$ cat config.mk
export PLATFORM = sky130hd
export DESIGN_NAME = lane_paint_fsm
export DESIGN_NICKNAME = d
export VERILOG_FILES = /design/src/rtl/lane_paint_fsm.sv
export SDC_FILE = /design/constraint.sdc
export NUM_CORES = 1
export LEC_CHECK = 0
export CAP_MARGIN = 10
export CELL_PAD_IN_SITES_DETAIL_PLACEMENT = 2
export CELL_PAD_IN_SITES_GLOBAL_PLACEMENT = 2
export CORE_MARGIN = 4
export CORE_UTILIZATION = 32
export CTS_BUF_LIST = sky130_fd_sc_hd__clkbuf_8 sky130_fd_sc_hd__clkbuf_16
export CTS_CLUSTER_SIZE = 25
export DETAILED_ROUTE_END_ITERATION = 12
export PLACE_DENSITY = 0.84
export SETUP_SLACK_MARGIN = 0.1
export SLEW_MARGIN = 20
export SYNTH_ARGS = -nofsm -noshare
export SYNTH_HDL_FRONTEND = slang
export SYNTH_SLANG_ARGS = --single-unit
$ cat constraint.sdc
create_clock -name clk -period 3.5 [get_ports clk]
set_clock_uncertainty 0.15 [all_clocks]
set_input_delay 0.7 -clock clk [delete_from_list [all_inputs] [get_ports clk]]
set_output_delay 0.7 -clock clk [all_outputs]
set_load 0.01 [all_outputs]
$ cat src/rtl/lane_paint_fsm.sv
`default_nettype none
// ============================================================================
// Module      : lane_paint_fsm
// Description : Drum-pad lane painter FSM with per-lane colours, debounced
//               lane entry, idle timeout and a saturating hit counter.
// Revision    : 1.0 - initial release
// ============================================================================
module lane_paint_fsm #(
    parameter int LANES        = 5,
    parameter int COLOR_W      = 3,
    parameter int DEBOUNCE     = 2,
    parameter int IDLE_TIMEOUT = 255,
    parameter int CNT_W        = 8
) (
    input  logic                       clk,
    input  logic                       reset,
    input  logic                       start,
    input  logic                       static_req,
    input  logic [LANES-1:0]           lane_pad,
    input  logic [COLOR_W-1:0]         color_band,
    input  logic [LANES*COLOR_W-1:0]   lane_color,
    input  logic                       hit_clr,
    output logic [COLOR_W-1:0]         color_res,
    output logic                       static_act,
    output logic [LANES-1:0]           lane_act,
    output logic                       hit_pulse,
    output logic [CNT_W-1:0]           hit_count
);

    localparam int c_IDX_W = (LANES > 1) ? $clog2(LANES) : 1;
    localparam int c_DEB_W = $clog2(DEBOUNCE + 1);
    localparam int c_TO_W  = (IDLE_TIMEOUT > 0) ? $clog2(IDLE_TIMEOUT + 1) : 1;
    localparam logic [c_DEB_W-1:0] c_DEB_MAX = c_DEB_W'(DEBOUNCE);
    localparam logic [c_TO_W-1:0]  c_TO_MAX  = c_TO_W'(IDLE_TIMEOUT);
    localparam logic [CNT_W-1:0]   c_CNT_MAX = '1;

    typedef enum logic [1:0] {
        S_IDLE   = 2'd0,
        S_PAINT  = 2'd1,
        S_STATIC = 2'd2,
        S_LANE   = 2'd3
    } state_t;

    state_t               r_state, w_state_nxt;
    logic [c_IDX_W-1:0]   r_lane, w_lane_nxt, w_pad_idx;
    logic [c_DEB_W-1:0]   r_deb_cnt, w_deb_nxt, w_deb_run;
    logic [c_TO_W-1:0]    r_to_cnt, w_to_nxt;
    logic [LANES-1:0]     r_prev_pad;
    logic [CNT_W-1:0]     r_hit_cnt;
    logic                 r_hit_pulse;
    logic                 w_onehot, w_quiet, w_enter;
    logic [COLOR_W-1:0]   w_lane_col;
    logic [LANES-1:0]     w_lane_mask;

    assign w_onehot    = $onehot(lane_pad);
    assign w_quiet     = !start && !static_req && (lane_pad == '0);
    assign w_lane_mask = LANES'(1) << r_lane;

    always_comb begin
        w_pad_idx  = '0;
        w_lane_col = '0;
        for (int i = 0; i < LANES; i++) begin
            if (lane_pad[i])
                w_pad_idx = c_IDX_W'(i);
            if (r_lane == c_IDX_W'(i))
                w_lane_col = lane_color[i*COLOR_W +: COLOR_W];
        end
    end

    always_comb begin
        w_state_nxt = r_state;
        w_lane_nxt  = r_lane;
        w_deb_nxt   = '0;
        w_deb_run   = '0;
        w_to_nxt    = '0;
        w_enter     = 1'b0;
        color_res   = '0;
        static_act  = 1'b0;
        lane_act    = '0;
        case (r_state)
            S_IDLE: begin
                if (start && !static_req && (lane_pad == '0))
                    w_state_nxt = S_PAINT;
            end
            S_PAINT: begin
                color_res = '1;
                if (static_req) begin
                    w_state_nxt = S_STATIC;
                end else if (w_onehot) begin
                    // Run length includes the current cycle; a zero count means no prior run.
                    if ((r_deb_cnt != '0) && (lane_pad == r_prev_pad))
                        w_deb_run = r_deb_cnt + c_DEB_W'(1);
                    else
                        w_deb_run = c_DEB_W'(1);
                    if (w_deb_run >= c_DEB_MAX) begin
                        w_state_nxt = S_LANE;
                        w_lane_nxt  = w_pad_idx;
                        w_enter     = 1'b1;
                    end else begin
                        w_deb_nxt = w_deb_run;
                    end
                end else if (w_quiet && (IDLE_TIMEOUT != 0)) begin
                    if (r_to_cnt + c_TO_W'(1) == c_TO_MAX)
                        w_state_nxt = S_IDLE;
                    else
                        w_to_nxt = r_to_cnt + c_TO_W'(1);
                end
            end
            S_STATIC: begin
                color_res  = color_band;
                static_act = 1'b1;
                if (!(static_req && ((lane_pad == '0) || w_onehot)))
                    w_state_nxt = S_PAINT;
            end
            S_LANE: begin
                color_res = w_lane_col;
                lane_act  = w_lane_mask;
                if (!((lane_pad == w_lane_mask) && !static_req))
                    w_state_nxt = S_PAINT;
            end
            default: begin
                w_state_nxt = S_IDLE;
            end
        endcase
    end

    always_ff @(posedge clk or posedge reset) begin
        if (reset) begin
            r_state     <= S_IDLE;
            r_lane      <= '0;
            r_deb_cnt   <= '0;
            r_to_cnt    <= '0;
            r_prev_pad  <= '0;
            r_hit_cnt   <= '0;
            r_hit_pulse <= 1'b0;
        end else begin
            r_state     <= w_state_nxt;
            r_lane      <= w_lane_nxt;
            r_deb_cnt   <= w_deb_nxt;
            r_to_cnt    <= w_to_nxt;
            r_prev_pad  <= lane_pad;
            r_hit_pulse <= w_enter;
            if (hit_clr)
                r_hit_cnt <= '0;
            else if (w_enter && (r_hit_cnt != c_CNT_MAX))
                r_hit_cnt <= r_hit_cnt + CNT_W'(1);
        end
    end

    assign hit_pulse = r_hit_pulse;
    assign hit_count = r_hit_cnt;

endmodule
`default_nettype wire

==> results of run 1 <==
[worst max path at each step]
stage	from	end	slack [ns]	depth (start not counted)
CTS	lane_pad[1]	hit_count[6]	0.10	12
global route	lane_pad[1]	hit_count[6]	-0.02	12
global placement	lane_pad[1]	hit_count[5]	-0.61	12
finish	lane_pad[1]	hit_count[6]	0.09	12
floorplan	lane_pad[1]	hit_count[6]	0.004	11
detailed placement	lane_pad[1]	hit_count[7]	-0.70	13
[power groups by stage]
stage / Clock (mW) / Combinational [mW] / Sequential, mW
floorplan: 0 / 0.194 / 0.370
global placement: 0 / 0.306 / 0.401
detailed placement: 0 / 0.321 / 0.404
CTS: 0.376 / 0.326 / 0.397
global route: 0.392 / 0.354 / 0.404
finish: 0.372 / 0.323 / 0.398
[worst max-delay path: stages]
cell and delay [ns]:
sky130_fd_sc_hd__buf_6 0.07, sky130_fd_sc_hd__buf_6 0.11, sky130_fd_sc_hd__inv_12 0.03, sky130_fd_sc_hd__fa_1 0.48, sky130_fd_sc_hd__inv_1 0.07, sky130_fd_sc_hd__fa_2 0.35, sky130_fd_sc_hd__ha_4 0.24, sky130_fd_sc_hd__nor3b_4 0.20
sky130_fd_sc_hd__nand2_2 0.11, sky130_fd_sc_hd__or3_4 0.43, sky130_fd_sc_hd__or4_4 0.50, sky130_fd_sc_hd__a21oi_2 0.15
[cells by family after synthesis]
| family | share of synthesized area |
|---|---|
| other | 0.00202 |
| and+or+nand+nor | 0.262 |
| xor gates and xnor gates | 0.0612 |
| AOI/OAI and AO/OA | 0.124 |
| DFF | 0.390 |
| buffers and inverters | 0.0451 |
| muxes | 0.0538 |
| adders and majority gates | 0.0619 |
[cells in the final DEF (no fill, tap or decap), drive strengths merged, types with 2 or more instances in the layout]
master / count
a21boi: 2
a21oi: 12
a41oi: 3
and3: 3
and4: 2
buf: 23
clkbuf: 6
clkdlybuf4s50: 42
dfrtp: 29
fa: 2
ha: 6
inv: 13
mux2: 2
mux4: 3
nand2: 13
nand2b: 6
nand3: 11
nand4: 4
nor2: 18
nor2b: 4
nor3: 12
nor3b: 3
nor4: 2
o21ai: 5
o31ai: 4
or3: 3
or4: 3
xnor2: 9
xor2: 4
[per-layer routing]
| metal | wire length, um | part of all wire | track usage | up-vias |
|---|---|---|---|---|
| met4 | 74 | 0.011 | 0.0512 | 0 |
| met1 | 2760 | 0.43 | 0.222 | 907 |
| li1 | - | - | - | 853 |
| met3 | 199 | 0.031 | 0.0363 | 10 |
| met5 | 0 | 0 | 0 | - |
| met2 | 3410 | 0.53 | 0.340 | 35 |
[state kept, by name, indices dropped and copies added (netlist names)]
register and cells:
r_lane 3, r_deb_cnt 2, r_to_cnt 8, hit_pulse 1
r_prev_pad 5, r_state 2, hit_count 8
[per-stage QoR]
| step | utilization | std cells |
|---|---|---|
| 2_1_floorplan | - | 200 |
| 3_3_place_gp | 0.454 | 327 |
| 3_5_place_dp | 0.454 | 327 |
| 4_1_cts | 0.480 | 336 |
| 5_1_grt | 0.484 | 337 |
| 6_report | 0.484 | 337 |
[repair_timing]
action,CTS,global route
hold endpoints to repair,0,0
setup endpoints to repair,12,8
hold buffers,0,0
resized for setup,21,5
pin swaps,7,5
buffers inserted,1,1
[cell usage after synthesis (5+ instances only)]
cell type,count
sky130_fd_sc_hd__dfrtp_1,29
sky130_fd_sc_hd__nor2_1,18
sky130_fd_sc_hd__nand2_1,13
sky130_fd_sc_hd__a21oi_1,12
sky130_fd_sc_hd__inv_1,12
sky130_fd_sc_hd__nor3_1,12
sky130_fd_sc_hd__nand3_1,11
sky130_fd_sc_hd__xnor2_1,9
sky130_fd_sc_hd__ha_1,6
sky130_fd_sc_hd__nand2b_1,6
sky130_fd_sc_hd__o21ai_0,5
[cell type report]
class	instances	area [um^2]
multi-input cells	151	1110
inverters	12	57.6
clock buffers	6	82.6
clock inverters	2	33.8
flip-flops and latches	29	726
repair buffers	65	596
well taps	72	90.1
fillers	591	2880
==> metrics.csv, run 1 <==
stage;metric;value;unit
placement;post-DP HPWL;4.75;mm
power;Internal Dissipation;0.753;mW
timing;total setup violations reported at the end of the flow;0;
power;Comb pwr share;0.296;
finish;number of nets in the finished design;300;
min_path;WHS Endpoint;hit_count[6];
floorplan;number of standard-cell rows in the floorplan;27;
placement;Placement Setup Slack;-0.698;ns
floorplan;overall die width;84.2;um
flow_run;Max Cap Violations;0;
floorplan;number of top-level design ports;46;
logic_synthesis;largest cells by area after synthesis;sky130_fd_sc_hd__dfrtp_1 (39%), sky130_fd_sc_hd__xnor2_1 (4.2%), sky130_fd_sc_hd__ha_1 (4.0%), sky130_fd_sc_hd__nor2_1 (3.6%), sky130_fd_sc_hd__mux4_2 (3.6%);
global_route;first-pass GRT wire length;10.5;mm
placement;IO Port Bufs;45;
logic_synthesis;Unique masters post-synth;48;
setup_path;start-to-end type of the worst setup path;in2reg;
logic_synthesis;commonest register cell after synthesis;sky130_fd_sc_hd__dfrtp_1;
floorplan;CORE AREA;5570;um^2
floorplan;area of the die;7090;um^2
timing;setup repair after global routing missed its margin;true;
route;detailed-routing iteration count for the pre-antenna-repair pass;4;
min_path;hold crit path type;reg2reg;
global_route;aggregate global-route resource usage;0.186;
route;via count of the routed design;1805;
cts;clock latency on the worst-skew pair;0.29;ns
global_route;pin count of the biggest net entering global routing;30;
logic_synthesis;synthesized flop and latch total;29;
power;clock share of power;0.340;
min_path;worst hold start;hit_count[6];
power;PnR Total Power;1.09;mW
floorplan;vertical die dimension;84.2;um
cts;number of buffers added by the clock tree synthesis step;5;
min_path;hold path cells;2;
global_route;via count of the first global-routing pass;2089;
setup_path;setup slack of the most critical reg-to-reg path;1.05;ns
outcome;outcome;finished clean;
timing;count of pins over their slew limit;0;
global_route;Overflow after GRT;0;
timing;Total Neg Setup Slack;0;ns
logic_synthesis;sequential fraction of the synthesis area;0.390;
route;detailed-route DRC error count;0;
timing;actual transition at the worst max-transition pin;0.659;ns
setup_path;nature of the critical path startpoint;input port;
setup_path;CP Max Fanout;5;
placement;GP Congestion;0.758;
placement;post-place instance area;2530;um^2
timing;worst hold slack;0.446;ns
finish;number of antenna cells inserted;0;
route;post-detailed-route count of antenna-violating nets;0;
route;Vias/cell;5.36;
power;sequential share of power;0.364;
finish;Layout Area Growth over Synthesis;45.0;%
logic_synthesis;Avg Inst Size Synth;9.30;um^2
floorplan;initial core utilization;0.334;
route;Post-Route WL;6.44;mm
setup_path;WP data required;3.56;ns
timing;smallest setup slack after layout;0.0947;ns
timing;normalized max-slew margin;0.558;
logic_synthesis;Synth top area share;0.390;
cts;Max H-tree Level;2;
power;Sw Ratio;0.311;
setup_path;worst reg2reg startpoint;r_state[0];
logic_synthesis;post-synthesis async set-or-reset flop share;1.00;
cts;root buffer cell;sky130_fd_sc_hd__clkbuf_8;
cts;clk slew on worst S/H paths;0.06;ns
logic_synthesis;largest area contributor in the synthesized netlist;sky130_fd_sc_hd__dfrtp_1;
logic_synthesis;EDFF count, synth;0;
logic_synthesis;Gate Count Post-Synth;200;
timing;fmax;294;MHz
power;leakage power;1.08;nW
setup_path;FF-to-FF End;hit_count[6];
cts;buffer depth of the longest clock path;2;
timing;endpoints failing hold;0;
route;routed wirelength normalized by instance count;19.1;um
logic_synthesis;synthesized netlist net count;236;
setup_path;depth of the most critical reg-to-reg path;5;
power;highest ir drop seen on vdd;0.000264;V
logic_synthesis;Warnings, synthesis;0;
finish;final instance area;2700;um^2
timing;Period minus WS final;3.41;ns
timing;share of the clock period used by the worst path after layout;0.973;
cts;clock tree from TritonCTS;done;
power;switching power;0.340;mW
global_route;antenna violations before repair;0;
setup_path;endpoint type of the worst setup path;flip-flop;
finish;share of final-layout standard cells stronger than drive strength 1;0.204;
route;drt first-iter violations;32;
logic_synthesis;post-synthesis instance area;1860;um^2
power;power per standard cell area;405;nW/um^2
cts;number of sinks handled by clock tree synthesis;29;
setup_path;data arrival time of the critical path;3.46;ns
(Power assumes the default switching activity.)
==> inputs of run 2 (changes only) <==
GPL_TIMING_DRIVEN = 0   (was default)
==> metrics.csv, run 2 (synthesis gave the netlist of run 1 again) <==
stage;metric;value;unit
placement;GP Congestion;0.794;
cts;clock tree from TritonCTS;done;
timing;actual transition at the worst max-transition pin;0.866;ns
route;Vias/cell;5.35;
floorplan;vertical die dimension;84.2;um
power;power per standard cell area;391;nW/um^2
finish;FF/Latch Area;726;um^2
setup_path;WP data required;3.57;ns
floorplan;area of the die;7090;um^2
setup_path;highest cell delay on the worst timing path;0.52;ns
route;post-detailed-route count of antenna-violating nets;0;
cts;number of buffers added by the clock tree synthesis step;5;
timing;setup repair after global routing missed its margin;true;
setup_path;CP Max Fanout;7;
cts;clk slew on worst S/H paths;0.07;ns
placement;IO Port Bufs;44;
setup_path;nature of the critical path startpoint;input port;
finish;number of nets in the finished design;295;
global_route;first-pass GRT wire length;10.1;mm
global_route;aggregate global-route resource usage;0.179;
route;detailed-route DRC error count;0;
finish;most frequent standard cell in the layout excluding fill and tap cells;sky130_fd_sc_hd__clkdlybuf4s50_1;
route;via count of the routed design;1777;
global_route;antenna violations before repair;0;
route;detailed-routing iteration count for the pre-antenna-repair pass;4;
power;highest ir drop seen on vdd;0.000239;V
floorplan;number of top-level design ports;46;
cts;Max H-tree Level;2;
min_path;hold crit path type;in2reg;
power;leakage power;1.05;nW
finish;number of antenna cells inserted;0;
finish;utilization after layout;0.476;
floorplan;overall die width;84.2;um
placement;Placement Setup Slack;-1.06;ns
cts;clock latency on the worst-skew pair;0.29;ns
timing;share of the clock period used by the worst path after layout;0.962;
finish;Layout Area Growth over Synthesis;42.6;%
finish;multi-input gate area in the final layout;1110;um^2
finish;number of fillers in the final layout;617;
floorplan;CORE AREA;5570;um^2
global_route;Overflow after GRT;0;
timing;fmax;297;MHz
cts;number of sinks handled by clock tree synthesis;29;
timing;count of pins over their slew limit;0;
setup_path;data arrival time of the critical path;3.44;ns
cts;buffer depth of the longest clock path;2;
route;routed wirelength normalized by instance count;18.4;um
cts;root buffer cell;sky130_fd_sc_hd__clkbuf_8;
timing;total setup violations reported at the end of the flow;0;
floorplan;number of standard-cell rows in the floorplan;27;
outcome;outcome;finished clean;
flow_run;Max Cap Violations;0;
timing;endpoints failing hold;0;
setup_path;start-to-end type of the worst setup path;in2reg;
setup_path;list of cells traversed by the critical path;buf_12, inv_12, fa_1, inv_1, fa_2, ha_4, nor3b_4, nand2_2, or3_4, buf_6, or4_1, a21oi_1;
setup_path;endpoint type of the worst setup path;flip-flop;
timing;normalized max-slew margin;0.415;
floorplan;initial core utilization;0.334;
power;PnR Total Power;1.04;mW
setup_path;slowest cell on the critical path;sky130_fd_sc_hd__fa_1;
route;Post-Route WL;6.11;mm
timing;smallest setup slack after layout;0.132;ns
global_route;pin count of the biggest net entering global routing;30;
finish;share of final-layout standard cells stronger than drive strength 1;0.173;
global_route;via count of the first global-routing pass;1970;
placement;post-DP HPWL;4.42;mm
route;drt first-iter violations;33;
timing;Period minus WS final;3.37;ns
finish;top library cells by usage in the layout, fill and taps aside;sky130_fd_sc_hd__clkdlybuf4s50_1 (40), sky130_fd_sc_hd__dfrtp_1 (29), sky130_fd_sc_hd__nor2_1 (18), sky130_fd_sc_hd__nand2_1 (12), sky130_fd_sc_hd__nor3_1 (12);
-- run 2: changes by cell type in the layout (fill, tap and decap cells not counted), moves of 2 or more --
cell	change
sky130_fd_sc_hd__buf_1	+2
sky130_fd_sc_hd__buf_2	-2
sky130_fd_sc_hd__buf_4	-11
sky130_fd_sc_hd__clkbuf_1	+4
sky130_fd_sc_hd__clkdlybuf4s50_1	-2
-- run 2: metal layers --
metal  vias up  routed length, um  track usage
met3         7                129       0.0314
met2        22               3260        0.313
li1        830                  -            -
met5         -                  0            0
met4         0                 83       0.0570
met1       918               2630        0.222
-- run 2: stage by stage --
step	cell area, um^2	instances	hold slack, ns	setup TNS (ns)
detailed placement	2430	316	0.415	-12.09
floorplan	1900	200	0.380	0
finish	2650	332	0.391	0
global route	2650	332	0.378	0
global placement	2430	316	0.420	-10.86
CTS	2580	328	0.397	0
-- run 2: critical path, delay by kind of cell --
family,cells,cell delay [ns]
buffers and inverters,4,0.32
AND/OR/NAND/NOR,4,1.18
adder cells (fa/ha/maj),3,1.10
AO/OA/AOI/OAI,1,0.13
-- run 2: power by group --
group	leakage, nW	switching [mW]	total, mW	internal (mW)
logic	0.610	0.178	0.358	0.179
clock network	0.0542	0.134	0.311	0.177
registers	0.386	0.0165	0.368	0.351
total	1.05	0.329	1.04	0.708
-- run 2: path summary, 6_finish.rpt --
check | start | endpoint | slack [ns] | depth (start not counted)
min in group asynchronous | reset | hit_count[1] | 0.66 | 2
hold reg to reg | hit_count[6] | hit_count[6] | 0.42 | 2
max in group asynchronous | reset | r_deb_cnt[0] | 2.14 | 2
setup / recovery | lane_pad[1] | hit_count[6] | 0.13 | 12
hold / removal | lane_pad[0] | r_prev_pad[0] | 0.39 | 1
setup reg to reg | r_deb_cnt[0] | hit_count[6] | 1.11 | 8
-- run 2: what timing repair did --
action,in CTS,in global routing
hold buffers,0,0
buffers inserted,4,4
resized for setup,24,10
pin swaps,4,6
endpoints found under the setup margin,21,7
-- run 2: final cells by class --
class	instances	share of cell area
multi-input combinational	151	0.419
sequential	29	0.274
timing repair buffer	52	0.196
clock buffer	7	0.0363
tap	72	0.0340
inverter	12	0.0227
buffer	8	0.0170
clock inverter	1	0.00189
==> inputs of run 3 (changes only) <==
SLEW_MARGIN = default   (was 20)
==> metrics.csv, run 3 (synthesis gave the netlist of run 1 again) <==
stage;metric;value;unit
setup_path;setup slack of the most critical reg-to-reg path;1.12;ns
floorplan;vertical die dimension;84.2;um
min_path;hold crit path type;in2reg;
global_route;antenna violations before repair;0;
timing;worst hold slack;0.390;ns
route;Vias/cell;5.32;
power;highest ir drop seen on vdd;0.000239;V
floorplan;initial core utilization;0.334;
floorplan;CORE AREA;5570;um^2
setup_path;data arrival time of the critical path;3.43;ns
cts;clk slew on worst S/H paths;0.07;ns
timing;share of the clock period used by the worst path after layout;0.961;
floorplan;area of the die;7090;um^2
setup_path;nature of the critical path startpoint;input port;
cts;number of buffers added to fix hold violations after cts;0;
cts;Max H-tree Level;2;
timing;Period minus WS final;3.36;ns
timing;smallest setup slack after layout;0.136;ns
finish;number of nets in the finished design;296;
power;clock share of power;0.299;
floorplan;number of top-level design ports;46;
route;detailed-routing iteration count for the pre-antenna-repair pass;4;
global_route;via count of the first global-routing pass;1970;
placement;GP Congestion;0.794;
floorplan;number of standard-cell rows in the floorplan;27;
timing;endpoints failing hold;0;
global_route;pin count of the biggest net entering global routing;30;
route;drt first-iter violations;31;
cts;clock tree from TritonCTS;done;
route;Post-Route WL;6.10;mm
finish;Layout Area Growth over Synthesis;44.1;%
power;sequential share of power;0.354;
power;switching power;0.328;mW
placement;Placement Setup Slack;-1.06;ns
timing;normalized max-slew margin;0.396;
power;Internal Dissipation;0.711;mW
cts;clock latency on the worst-skew pair;0.29;ns
global_route;first-pass GRT wire length;10.1;mm
setup_path;endpoint type of the worst setup path;flip-flop;
floorplan;overall die width;84.2;um
finish;final instance area;2680;um^2
timing;total setup violations reported at the end of the flow;0;
timing;actual transition at the worst max-transition pin;0.893;ns
setup_path;WP data required;3.57;ns
placement;post-place instance area;2430;um^2
placement;post-DP HPWL;4.42;mm
power;Comb pwr share;0.347;
flow_run;Max Cap Violations;0;
power;power per standard cell area;388;nW/um^2
cts;number of sinks handled by clock tree synthesis;29;
setup_path;CP Max Fanout;7;
timing;count of pins over their slew limit;0;
global_route;aggregate global-route resource usage;0.179;
setup_path;start-to-end type of the worst setup path;in2reg;
global_route;Overflow after GRT;0;
finish;number of antenna cells inserted;0;
outcome;outcome;finished clean;
power;Sw Ratio;0.316;
finish;most frequent standard cell in the layout excluding fill and tap cells;sky130_fd_sc_hd__clkdlybuf4s50_1;
route;post-detailed-route count of antenna-violating nets;0;
route;detailed-route DRC error count;0;
route;routed wirelength normalized by instance count;18.3;um
placement;IO Port Bufs;44;
power;leakage power;1.06;nW
finish;share of final-layout standard cells stronger than drive strength 1;0.172;
timing;fmax;297;MHz
finish;top library cells by usage in the layout, fill and taps aside;sky130_fd_sc_hd__clkdlybuf4s50_1 (40), sky130_fd_sc_hd__dfrtp_1 (29), sky130_fd_sc_hd__nor2_1 (18), sky130_fd_sc_hd__nand2_1 (12), sky130_fd_sc_hd__nor3_1 (12);
cts;buffer depth of the longest clock path;2;
timing;setup repair after global routing missed its margin;true;
cts;root buffer cell;sky130_fd_sc_hd__clkbuf_8;
route;via count of the routed design;1770;
cts;number of buffers added by the clock tree synthesis step;5;
## run 3: worst paths after layout
check | from | to | depth (start not counted)
max | lane_pad[1] | hit_count[6] | 12
min | lane_pad[0] | r_prev_pad[0] | 1
max reg2reg | r_deb_cnt[0] | hit_count[6] | 8
min reg2reg | hit_count[6] | hit_count[6] | 2
max in group asynchronous | reset | r_to_cnt[7] | 3
min in group asynchronous | reset | hit_count[1] | 2
## run 3: metrics by stage
step / std cells / utilization / TNS (ns) / total power, mW
detailed placement: 316 / 0.436 / -12.09 / 0.716
CTS: 328 / 0.463 / 0 / 1.04
global placement: 316 / 0.436 / -10.86 / 0.702
finish: 333 / 0.481 / 0 / 1.04
floorplan: 200 / - / 0 / 0.564
global route: 333 / 0.481 / 0 / 1.11
## run 3: critical path, cell delays in order
cell,delay (ns)
sky130_fd_sc_hd__buf_12,0.10
sky130_fd_sc_hd__inv_12,0.03
sky130_fd_sc_hd__fa_1,0.52
sky130_fd_sc_hd__inv_1,0.05
sky130_fd_sc_hd__fa_2,0.34
sky130_fd_sc_hd__ha_4,0.24
sky130_fd_sc_hd__nor3b_4,0.22
sky130_fd_sc_hd__nand2_2,0.10
sky130_fd_sc_hd__or3_4,0.38
sky130_fd_sc_hd__buf_6,0.14
sky130_fd_sc_hd__or4_1,0.47
sky130_fd_sc_hd__a21oi_1,0.13
## run 3: power groups by stage
stage | logic [mW] | clock network, mW | registers (mW)
finish | 0.360 | 0.311 | 0.368
global route | 0.398 | 0.338 | 0.371
CTS | 0.354 | 0.320 | 0.368
detailed placement | 0.342 | 0 | 0.374
global placement | 0.329 | 0 | 0.373
floorplan | 0.194 | 0 | 0.370
## run 3: repair_timing
| item | in CTS | in global routing |
|---|---|---|
| gates resized for setup | 24 | 10 |
| setup buffers | 4 | 4 |
| setup endpoints to repair | 21 | 7 |
| pin swaps | 4 | 6 |
## run 3: cell type report
cell class                 count  area [um^2]
multi-input combinational    151         1110
fill                         612         2900
buffer                         8         45.0
clock buffer                   7         96.3
clock inverter                 1         5.00
tap                           72         90.1
inverter                      12         60.1
sequential                    29          726
timing repair buffer          53          547
## run 3: metal layers
layer / global-route usage / part of all wire / vias to the layer above
li1: - / - / 831
met1: 0.222 / 0.43 / 912
met2: 0.313 / 0.53 / 20
met3: 0.0314 / 0.020 / 7
met4: 0.0570 / 0.014 / 0
met5: 0 / 0 / -
